[src/rtl/gmii_tx_pkg.sv]
// Shared types and constants for the GMII transmit arbiter.
package gmii_tx_pkg;

    typedef enum logic [2:0] {
        ST_IDLE  = 3'b001,
        ST_GRANT = 3'b010,
        ST_IFG   = 3'b100
    } state_e;

    localparam int GNT_ARP        = 0;
    localparam int GNT_UDP        = 1;
    localparam int IFG_CYCLES_DEF = 12;
    localparam int WDOG_CNT_W     = 12;

endpackage

[src/rtl/gmii_rr_arbiter.sv]
// Two-way ARP/UDP grant decision; last_grant advances when a frame ends.
module gmii_rr_arbiter
    import gmii_tx_pkg::*;
#(
    parameter int ARP_PRIORITY = 1
) (
    input  logic       clk,
    input  logic       rst,
    input  logic       req_arp,
    input  logic       req_udp,
    input  logic       done_stb,
    input  logic [1:0] done_gnt,
    output logic [1:0] gnt
);

    // 1 = UDP was served last, so ARP wins the first tie
    logic last_grant_q, last_grant_d;

    always_comb begin
        last_grant_d = last_grant_q;
        if (done_stb) last_grant_d = done_gnt[GNT_UDP];
    end

    always_ff @(posedge clk or posedge rst) begin
        if (rst) last_grant_q <= 1'b1;
        else     last_grant_q <= last_grant_d;
    end

    always_comb begin
        gnt = '0;
        if (req_arp && req_udp) begin
            if (ARP_PRIORITY != 0 || last_grant_q) gnt[GNT_ARP] = 1'b1;
            else                                   gnt[GNT_UDP] = 1'b1;
        end else if (req_arp) begin
            gnt[GNT_ARP] = 1'b1;
        end else if (req_udp) begin
            gnt[GNT_UDP] = 1'b1;
        end
    end

endmodule

[src/rtl/gmii_tx_arbiter.sv]
// Grants the GMII transmitter and shared CRC32 engine to ARP or UDP, then enforces IFG.
// Optional grant watchdog: define GMII_TX_ARB_WDOG_EN.
module gmii_tx_arbiter
    import gmii_tx_pkg::*;
#(
    parameter int IFG_CYCLES   = IFG_CYCLES_DEF,
    parameter int ARP_PRIORITY = 1,
    parameter int WDOG_CYCLES  = 2048
) (
    input  logic       gmii_tx_clk,
    input  logic       rst,
    input  logic       arp_tx_req,
    output logic       arp_tx_sel,
    input  logic       arp_tx_done,
    input  logic       arp_gmii_tx_en,
    input  logic [7:0] arp_gmii_txd,
    input  logic       arp_crc_en,
    input  logic       arp_crc_clr,
    input  logic       udp_tx_req,
    output logic       udp_tx_sel,
    input  logic       udp_tx_done,
    input  logic       udp_gmii_tx_en,
    input  logic [7:0] udp_gmii_txd,
    input  logic       udp_crc_en,
    input  logic       udp_crc_clr,
    output logic       crc_en,
    output logic       crc_clr,
    output logic       gmii_tx_en,
    output logic [7:0] gmii_txd,
`ifdef GMII_TX_ARB_WDOG_EN
    output logic       wdog_abort,
`endif
    output logic       tx_busy
);

    localparam int IFG_W = (IFG_CYCLES > 1) ? $clog2(IFG_CYCLES) : 1;

    if (IFG_CYCLES < 1 || WDOG_CYCLES < 1 || WDOG_CYCLES > (1 << WDOG_CNT_W)) begin : g_bad_cfg
        $error("gmii_tx_arbiter: IFG_CYCLES or WDOG_CYCLES out of range");
    end

    state_e             state_q, state_d;
    logic [1:0]         gnt_q, gnt_d;
    logic [IFG_W-1:0]   ifg_cnt_q, ifg_cnt_d;
    logic               gmii_tx_en_q, gmii_tx_en_d;
    logic [7:0]         gmii_txd_q, gmii_txd_d;
    logic [1:0]         arb_gnt;
    logic               granted, done_hit, wdog_hit, frame_end, wdog_pulse;
    logic               mux_en, mux_crc_en, mux_crc_clr;
    logic [7:0]         mux_txd;

    assign granted     = (state_q == ST_GRANT);
    assign mux_en      = gnt_q[GNT_ARP] ? arp_gmii_tx_en : udp_gmii_tx_en;
    assign mux_txd     = gnt_q[GNT_ARP] ? arp_gmii_txd   : udp_gmii_txd;
    assign mux_crc_en  = gnt_q[GNT_ARP] ? arp_crc_en     : udp_crc_en;
    assign mux_crc_clr = gnt_q[GNT_ARP] ? arp_crc_clr    : udp_crc_clr;
    assign done_hit    = granted && ((gnt_q[GNT_ARP] && arp_tx_done) ||
                                     (gnt_q[GNT_UDP] && udp_tx_done));
    assign frame_end   = done_hit || wdog_hit;

`ifdef GMII_TX_ARB_WDOG_EN
    logic [WDOG_CNT_W-1:0] wdog_cnt_q, wdog_cnt_d;
    logic                  wdog_abort_q, wdog_abort_d;

    assign wdog_hit = granted && !done_hit &&
                      (wdog_cnt_q == WDOG_CNT_W'(WDOG_CYCLES - 1));

    always_comb begin
        wdog_cnt_d   = granted ? wdog_cnt_q + 1'b1 : '0;
        wdog_abort_d = wdog_hit;
    end

    always_ff @(posedge gmii_tx_clk or posedge rst) begin
        if (rst) begin
            wdog_cnt_q   <= '0;
            wdog_abort_q <= 1'b0;
        end else begin
            wdog_cnt_q   <= wdog_cnt_d;
            wdog_abort_q <= wdog_abort_d;
        end
    end

    assign wdog_pulse = wdog_abort_q;
    assign wdog_abort = wdog_abort_q;
`else
    assign wdog_hit   = 1'b0;
    assign wdog_pulse = 1'b0;
`endif

    gmii_rr_arbiter #(
        .ARP_PRIORITY (ARP_PRIORITY)
    ) u_arb (
        .clk      (gmii_tx_clk),
        .rst      (rst),
        .req_arp  (arp_tx_req),
        .req_udp  (udp_tx_req),
        .done_stb (frame_end),
        .done_gnt (gnt_q),
        .gnt      (arb_gnt)
    );

    always_comb begin
        state_d   = state_q;
        gnt_d     = gnt_q;
        ifg_cnt_d = ifg_cnt_q;
        case (state_q)
            ST_IDLE: begin
                if (|arb_gnt) begin
                    gnt_d   = arb_gnt;
                    state_d = ST_GRANT;
                end
            end
            ST_GRANT: begin
                if (frame_end) begin
                    gnt_d     = '0;
                    ifg_cnt_d = IFG_W'(IFG_CYCLES - 1);
                    state_d   = ST_IFG;
                end
            end
            ST_IFG: begin
                if (ifg_cnt_q == '0) state_d = ST_IDLE;
                else                 ifg_cnt_d = ifg_cnt_q - 1'b1;
            end
            default: begin
                state_d = ST_IDLE;
                gnt_d   = '0;
            end
        endcase
    end

    // a watchdog abort also suppresses the byte presented in the abort cycle
    always_comb begin
        gmii_tx_en_d = granted && !wdog_hit && mux_en;
        gmii_txd_d   = (granted && !wdog_hit) ? mux_txd : 8'h00;
    end

    always_ff @(posedge gmii_tx_clk or posedge rst) begin
        if (rst) begin
            state_q      <= ST_IDLE;
            gnt_q        <= '0;
            ifg_cnt_q    <= '0;
            gmii_tx_en_q <= 1'b0;
            gmii_txd_q   <= 8'h00;
        end else begin
            state_q      <= state_d;
            gnt_q        <= gnt_d;
            ifg_cnt_q    <= ifg_cnt_d;
            gmii_tx_en_q <= gmii_tx_en_d;
            gmii_txd_q   <= gmii_txd_d;
        end
    end

    assign arp_tx_sel = granted && gnt_q[GNT_ARP];
    assign udp_tx_sel = granted && gnt_q[GNT_UDP];
    assign crc_en     = granted && mux_crc_en;
    assign crc_clr    = (granted && mux_crc_clr) || wdog_pulse;
    assign gmii_tx_en = gmii_tx_en_q;
    assign gmii_txd   = gmii_txd_q;
    assign tx_busy    = (state_q != ST_IDLE);

endmodule
[config.mk]
export PLATFORM = sky130hd
export DESIGN_NAME = gmii_tx_arbiter
export DESIGN_NICKNAME = d
export VERILOG_FILES = /design/src/rtl/gmii_tx_pkg.sv /design/src/rtl/gmii_rr_arbiter.sv /design/src/rtl/gmii_tx_arbiter.sv
export SDC_FILE = /design/constraint.sdc
export NUM_CORES = 1
export LEC_CHECK = 0
export ABC_AREA = 1
export CAP_MARGIN = 10
export CELL_PAD_IN_SITES_DETAIL_PLACEMENT = 1
export CELL_PAD_IN_SITES_GLOBAL_PLACEMENT = 2
export CORE_ASPECT_RATIO = 0.5
export CORE_MARGIN = 1.5
export CORE_UTILIZATION = 24
export CTS_BUF_LIST = sky130_fd_sc_hd__clkbuf_16
export CTS_CLUSTER_DIAMETER = 80
export DETAILED_ROUTE_END_ITERATION = 8
export PLACE_DENSITY = 0.86
export SYNTH_ARGS = -nofsm -noshare
export SYNTH_HDL_FRONTEND = slang
export SYNTH_SLANG_ARGS = --single-unit
[constraint.sdc]
create_clock -name gmii_tx_clk -period 2 [get_ports gmii_tx_clk]
set_input_delay 0.5 -clock gmii_tx_clk [delete_from_list [all_inputs] [get_ports gmii_tx_clk]]
set_output_delay 0.5 -clock gmii_tx_clk [all_outputs]
set_load 0.05 [all_outputs]
==> impl_metrics.py <==
metrics = {
    "yosys": {
        "yosys_register_bits": 18,
        "synth_top_area_frac": 0.4433,
        "synth.area.top_cells": "dfrtp_1 (44%), nand2_1 (20%), a21oi_2 (7.3%)",
        "ys_seq_area_frac": 0.4707,
        "synth_edf_count": 0,
        "synth.distinct_cells": 17,
        "dominantRegCellSynth": "dfrtp_1",
        "ys_warn_count": 0,
        "netlist_area_um2": 959.7,
        "synth_top_area_cell": "dfrtp_1",
        "yosys-top-cells-count": "nand2_1 (50), dfrtp_1 (17), inv_1 (13)",
        "avgSynthCellArea_um2": 7.931,
        "async_flop_share": 1.000,
        "yosysMostFrequentCell": "nand2_1",
        "syn_inst": 121,
        "syn_nets": 150,
    },
    "finish": {
        "final_util": 0.4349,
        "nNetsFinal": 197,
        "num_antenna_cells": 0,
        "layout-drive-gt1-share": 0.1976,
        "postLayoutCellArea_mm2": 0.001575,
        "area_growth_pct": 64.15,
    },
    "sta": {
        "skew_ps": 3.451,
        "holdWs_ps": 498.4,
        "hold_viol": 0,
        "period_share": 0.9740,
        "min_period_ps": 1948,
        "worst_pin_slew_ps": 496.0,
        "max_freq_ghz": 0.5133,
        "fin_ws_ps": 52.00,
        "setup_viol": 0,
        "relSlewSlack": 0.6683,
        "rsz0062_at_grt": "yes",
        "maxSlewViolCount": 0,
    },
    "clocking": {
        "cts_hold_buf": 0,
        "cts_setup_buffers": 0,
        "clk_pin_slew_worst_paths_ps": 50,
        "clock_path_buffers": 2,
        "cts_root_buf": "clkbuf_16",
        "htree_num_levels": 1,
        "cts_tree": "yes",
        "clk_latency_ps": 250,
        "cts_sinks": 18,
        "cts_buffers": 3,
    },
    "power_and_ir_drop": {
        "powerDensity_mw_per_mm2": 1302,
        "internal-power_mw": 1.136,
        "power_frac_comb": 0.518,
        "swShare": 0.4461,
        "vdd_drop_max_uv": 487.3,
        "switchingPower_uw": 914.9,
        "p_leak_nw": 0.7300,
        "seq_power_share": 0.288,
        "pwr-share-clk": 0.194,
    },
    "detailed_routing": {
        "viasPerCell": 4.362,
        "drt_iter0_markers": 15,
        "drt-total-wl_um": 2506,
        "wire_per_inst_um": 11.50,
        "ant_nets": 0,
        "firstDrtPassIters": 4,
        "vias": 951,
        "drcViolationCount": 0,
    },
    "floorplan": {
        "die_area_mm2": 0.004410,
        "core_area_mm2": 0.003622,
        "die_y_um": 47.72,
        "io_pins": 42,
        "start_util": 0.2649,
        "rows": 15,
        "die_x_um": 92.43,
    },
    "placed_design": {
        "dp_hpwl_um": 2007,
        "dp_slack_ps": 119.3,
        "port_buffers": 41,
        "dpl-instance-area_mm2": 0.001481,
        "gp_congestion": 0.6982,
    },
    "run": {
        "cap_violations": 0,
    },
    "worst_setup_path": {
        "cp-start-kind": "register",
        "crit_required_ps": 1500,
        "worstPathArrival_ps": 1450,
        "worstPathMaxFanout": 9,
        "crit_type": "reg2out",
        "crit_path_end_kind": "output pin",
        "ff2ff_setup_slack_ps": 650,
    },
    "worst_hold_path": {
        "hold_class": "reg2reg",
    },
    "global_route": {
        "gr-total-overflow": 0,
        "track_usage": 0.1259,
        "antenna_found_initial": 0,
        "grt_pass1_vias": 944,
        "grt_pass1_wl_um": 4181,
        "grt_max_degree": 19,
    },
    "run_status": {
        "outcome": "complete, no violations",
    },
}
## flip-flops by register name, indices dropped and copies added (netlist names)
register,flops
gmii_tx_en,1
gmii_txd,8
state_q,3
gnt_q,2
ifg_cnt_q,4
## kinds of logic (layout without fill, tap and decap cells)
family          Yosys count  count (layout)  share of synthesized area
fa+ha+maj                 1               1                    0.01304
buf+inv                  17              63                    0.07432
flops                    18              18                     0.4707
compound gates           12              12                    0.09388
simple gates             73              73                     0.3481
## worst max-delay path: stages, from the launching register on
cell     delay [ps]
dfrtp_1         410
nor3_4          310
inv_4           140
a21oi_2         180
buf_12          160
## metrics by stage
stage | TNS [ps] | cells | power [mW]
5_1_grt | -40.56 | 218 | 2.202
3_3_place_gp | 0 | 214 | 1.632
4_1_cts | 0 | 218 | 2.078
6_report | 0 | 218 | 2.051
2_1_floorplan | -111.6 | 121 | 1.297
3_5_place_dp | 0 | 214 | 1.659
## cell type report
cell class / instances / area, µm²
well taps: 51 / 63.81
clock buffers: 3 / 75.07
multi-input cells: 86 / 452.9
inverters: 14 / 55.05
repair buffers: 45 / 473.0
clock inverters: 1 / 3.754
flip-flops and latches: 18 / 451.7
fillers: 426 / 2047
## metal layers
| metal | global-route usage | up-vias | share of wire |
|---|---|---|---|
| met5 | 0 | - | 0 |
| met4 | 0.03692 | 0 | 0.0028 |
| met3 | 0.04603 | 2 | 0.065 |
| met2 | 0.2324 | 33 | 0.50 |
| met1 | 0.1441 | 447 | 0.43 |
| li1 | - | 469 | - |
## cell usage in the layout (no fill, tap or decap)
cell type / count
inv_4: 1
nor2_4: 1
inv_1: 13
dfrtp_1: 17
a21oi_4: 1
nand2_4: 3
nand2_2: 1
a21oi_1: 3
clkdlybuf4s50_1: 34
buf_4: 7
buf_12: 4
nor3_4: 1
a21oi_2: 8
clkbuf_16: 3
ha_1: 1
nand3_1: 10
dfstp_2: 1
nor2_1: 4
nand4_1: 1
nor2_2: 2
clkinv_1: 1
nand2_1: 50
## power by group through the flow
stage | combinational [mW] | sequential, mW | clock [mW]
after CTS | 1.07 | 0.593 | 0.413
after detailed placement | 1.06 | 0.598 | 0
final | 1.06 | 0.590 | 0.398
after floorplan | 0.570 | 0.727 | 0
after global placement | 1.04 | 0.595 | 0
after global routing | 1.17 | 0.607 | 0.424
## timing repair
item                                    in CTS  in global routing
pin swaps                                    0                  0
gates resized for setup                      2                  2
endpoints found under the setup margin       2                  4
## path summary, 6_finish.rpt
kind,startpoint,cells past startpoint,to
worst max register to register,gnt_q[0],8,gnt_q[0]
min in group asynchronous,rst,3,gnt_q[0]
worst min register to register,ifg_cnt_q[3],2,ifg_cnt_q[3]
max in group asynchronous,rst,3,state_q[0]
worst min-delay path,ifg_cnt_q[3],2,ifg_cnt_q[3]
worst max-delay path,state_q[2],4,crc_clr
Note: power is estimated with default switching activity, not from simulation.
==> patch: new RTL, same settings <==
Add a define of `GMII_TX_ARB_WDOG_EN`.
--- a/src/rtl/gmii_tx_arbiter.sv
+++ b/src/rtl/gmii_tx_arbiter.sv
@@ -1,5 +1,7 @@
 // Grants the GMII transmitter and shared CRC32 engine to ARP or UDP, then enforces IFG.
 // Optional grant watchdog: define GMII_TX_ARB_WDOG_EN.
+`define GMII_TX_ARB_WDOG_EN
+
 module gmii_tx_arbiter
     import gmii_tx_pkg::*;
 #(
Behaviour (old outputs only; new: wdog_abort): no difference found for any inputs over 10 cycles, from zero or initial values and one cycle with rst high; that may be too few to reach the edited logic, so the function may still have changed.
==> patch against the original RTL <==
  * Count of clock-buffer cells in the layout increased by 2
  * Core utilization decreased by 6.6 points
  * Clock power increased by 76%
  * Wire length increased by 68%
  * Worst setup slack got worse by 1.5 ps
  * First-iteration DRC count increased to 2.5 times the old value
  * Synthesized area increased by 64%
  * Cell area increased by 45%
  * Sequential share of layout area increased by 5.4 points
  * Sequential power increased by 45%
  * Sequential cell count increased by 13
  * Total power increased by 31%
==> patch: results (changes against the original RTL) <==
Setup path
  – CP max stage cell: dfrtp_1
  – Setup slack, reg-to-reg: 500 ps (-150 ps)
  – Cell family with most CP delay: buffers and inverters
  – Critical path's largest stage delay: 370 ps (-40 ps)
  – Reg2Reg Depth: 6 (-2)
  – Worst r2r src: state_q[0]
  – Crit. Startpoint: state_q[2]
  – Worst r2r dst: gmii_txd[6]
  – Crit-path max FO: 13 (+4)
  – Crit path capture: arp_tx_sel

Synth
  – Post-synthesis mux area share: 5.71% (+5.7 points)
  – Top cells by count, synth: nand2_1 (39), nor2_1 (31), dfrtp_1 (30), inv_1 (22), nand3_1 (11)
  – Library cells used by synthesis: 27 (+10)
  – Compound-gate portion of the synthesized area: 6.90% (-2.5 points)
  – Xor/xnor cell area share of the yosys netlist: 0% (unchanged)
  – Share of the synthesized area in the top cell type: 47.6% (+3.3 points)
  – Synthesized Nets: 217 (+45%)
  – Ranking of synthesized cells by area: dfrtp_1 (48%), nand2_1 (9.3%), nor2_1 (7.4%)
  – Synth Area in Adders: 1.59% (+0.28 points)
  – Sequential element share of the synthesized area: 49.3% (+2.2 points)
  – Main synth FF type: dfrtp_1

GRT
  – Global-route wire length before repair: 7030 um (+68%)
  – Number of global-route vias before repair: 1545 (+64%)
  – Largest net degree at the start of global routing: 32 (+13)
  – Gr usage total: 12.8% (+0.22 points)
  – Initial antenna violation count: 0 (unchanged)

Finish
  – Share of layout cells above drive strength 1: 15.2% (-4.6 points)
  – Reg with most FFs: wdog_cnt_q
  – Diode count: 0 (unchanged)
  – # nets final: 266 (+35%)
  – Number of flip-flops in the largest register: 12 (+4)

Power and ir drop
  – Peak supply drop: 0.365 mV (-25%)
  – Seq pwr: 0.858 mW (+45%)
  – NetSw: 1.07 mW (+17%)
  – Clock power frac: 26.1% (+6.7 points)
  – Leakage power total: 1.04 nW (+43%)

Run status
  – Status: completed

Placed design
  – PortBufs: 42 (+2.4%)
  – Dpl hpwl: 3190 um (+59%)
  – Gpl congestion: 0.680 (-2.7%)

Route
  – Avg WL per Cell: 12.9 um (+12%)
  – Drt first-iter violations: 38 (+23)
  – 1st-pass router iterations: 4 (unchanged)
  – Via density per instance: 4.38 (+0.37%)

Run
  – Maxcap violations: 0 (unchanged)

Clocking
  – CTS clk-pin slew, worst paths: 50 ps (about the same)
  – Maximum root-to-sink buffer count: 2 (unchanged)
  – Worst-skew pair later-pin latency: 280 ps (+30 ps)
  – CTS buffer count: 5 (+2)
  – H-tree depth: 2 (+1)

STA
  – Final setup skew: 7.64 ps (+4.18 ps)
  – Rel. slew slack: 66.3% (-0.50 points)
## patch: final cells by class
cell class | instances | area, um2
multi-input cells | 131 | 712
well taps | 88 | 110
repair buffers | 45 | 468
fillers | 766 | 3920
clock inverters | 3 | 11.3
flip-flops and latches | 31 | 778
inverters | 22 | 82.6
clock buffers | 5 | 125
## patch: timing repair
item / 4_1_cts / 5_1_grt
setup endpoints to repair: 1 / 3
resized for setup: 3 / 2
endpoints found under the hold margin: 0 / 0
pin swaps: 0 / 2
## patch: through the flow
stage          area (um2)  util, %  total power, mW  setup WS [ps]  instances
2_1_floorplan        1580        -             1.62           89.7        187
3_3_place_gp         2140     34.5             1.96          -41.6        317
3_5_place_dp         2140     34.5             2.00          -60.3        317
4_1_cts              2280     36.8             2.74           5.04        325
5_1_grt              2290     36.9             2.87          -36.7        325
6_report             2290     36.9             2.69           50.5        325
## patch: worst min path at each step
stage                        startpoint       endpoint  slack (ps)  cells after the start
after global placement    wdog_cnt_q[0]  wdog_cnt_q[0]         440                      1
after CTS                 wdog_cnt_q[0]  wdog_cnt_q[0]         460                      1
after detailed placement  wdog_cnt_q[0]  wdog_cnt_q[0]         450                      1
after global routing      wdog_cnt_q[0]  wdog_cnt_q[0]         480                      1
final                     wdog_cnt_q[0]  wdog_cnt_q[0]         450                      1
after floorplan           wdog_cnt_q[0]  wdog_cnt_q[0]         430                      1
## patch: routing by layer
| metal | GRT usage [%] | vias up | routed length [um] |
|---|---|---|---|
| met5 | 0 | - | 0 |
| met4 | 6.27 | 0 | 76 |
| met3 | 2.86 | 8 | 79 |
| met2 | 24.9 | 9 | 2310 |
| met1 | 13.8 | 702 | 1740 |
| li1 | - | 704 | - |
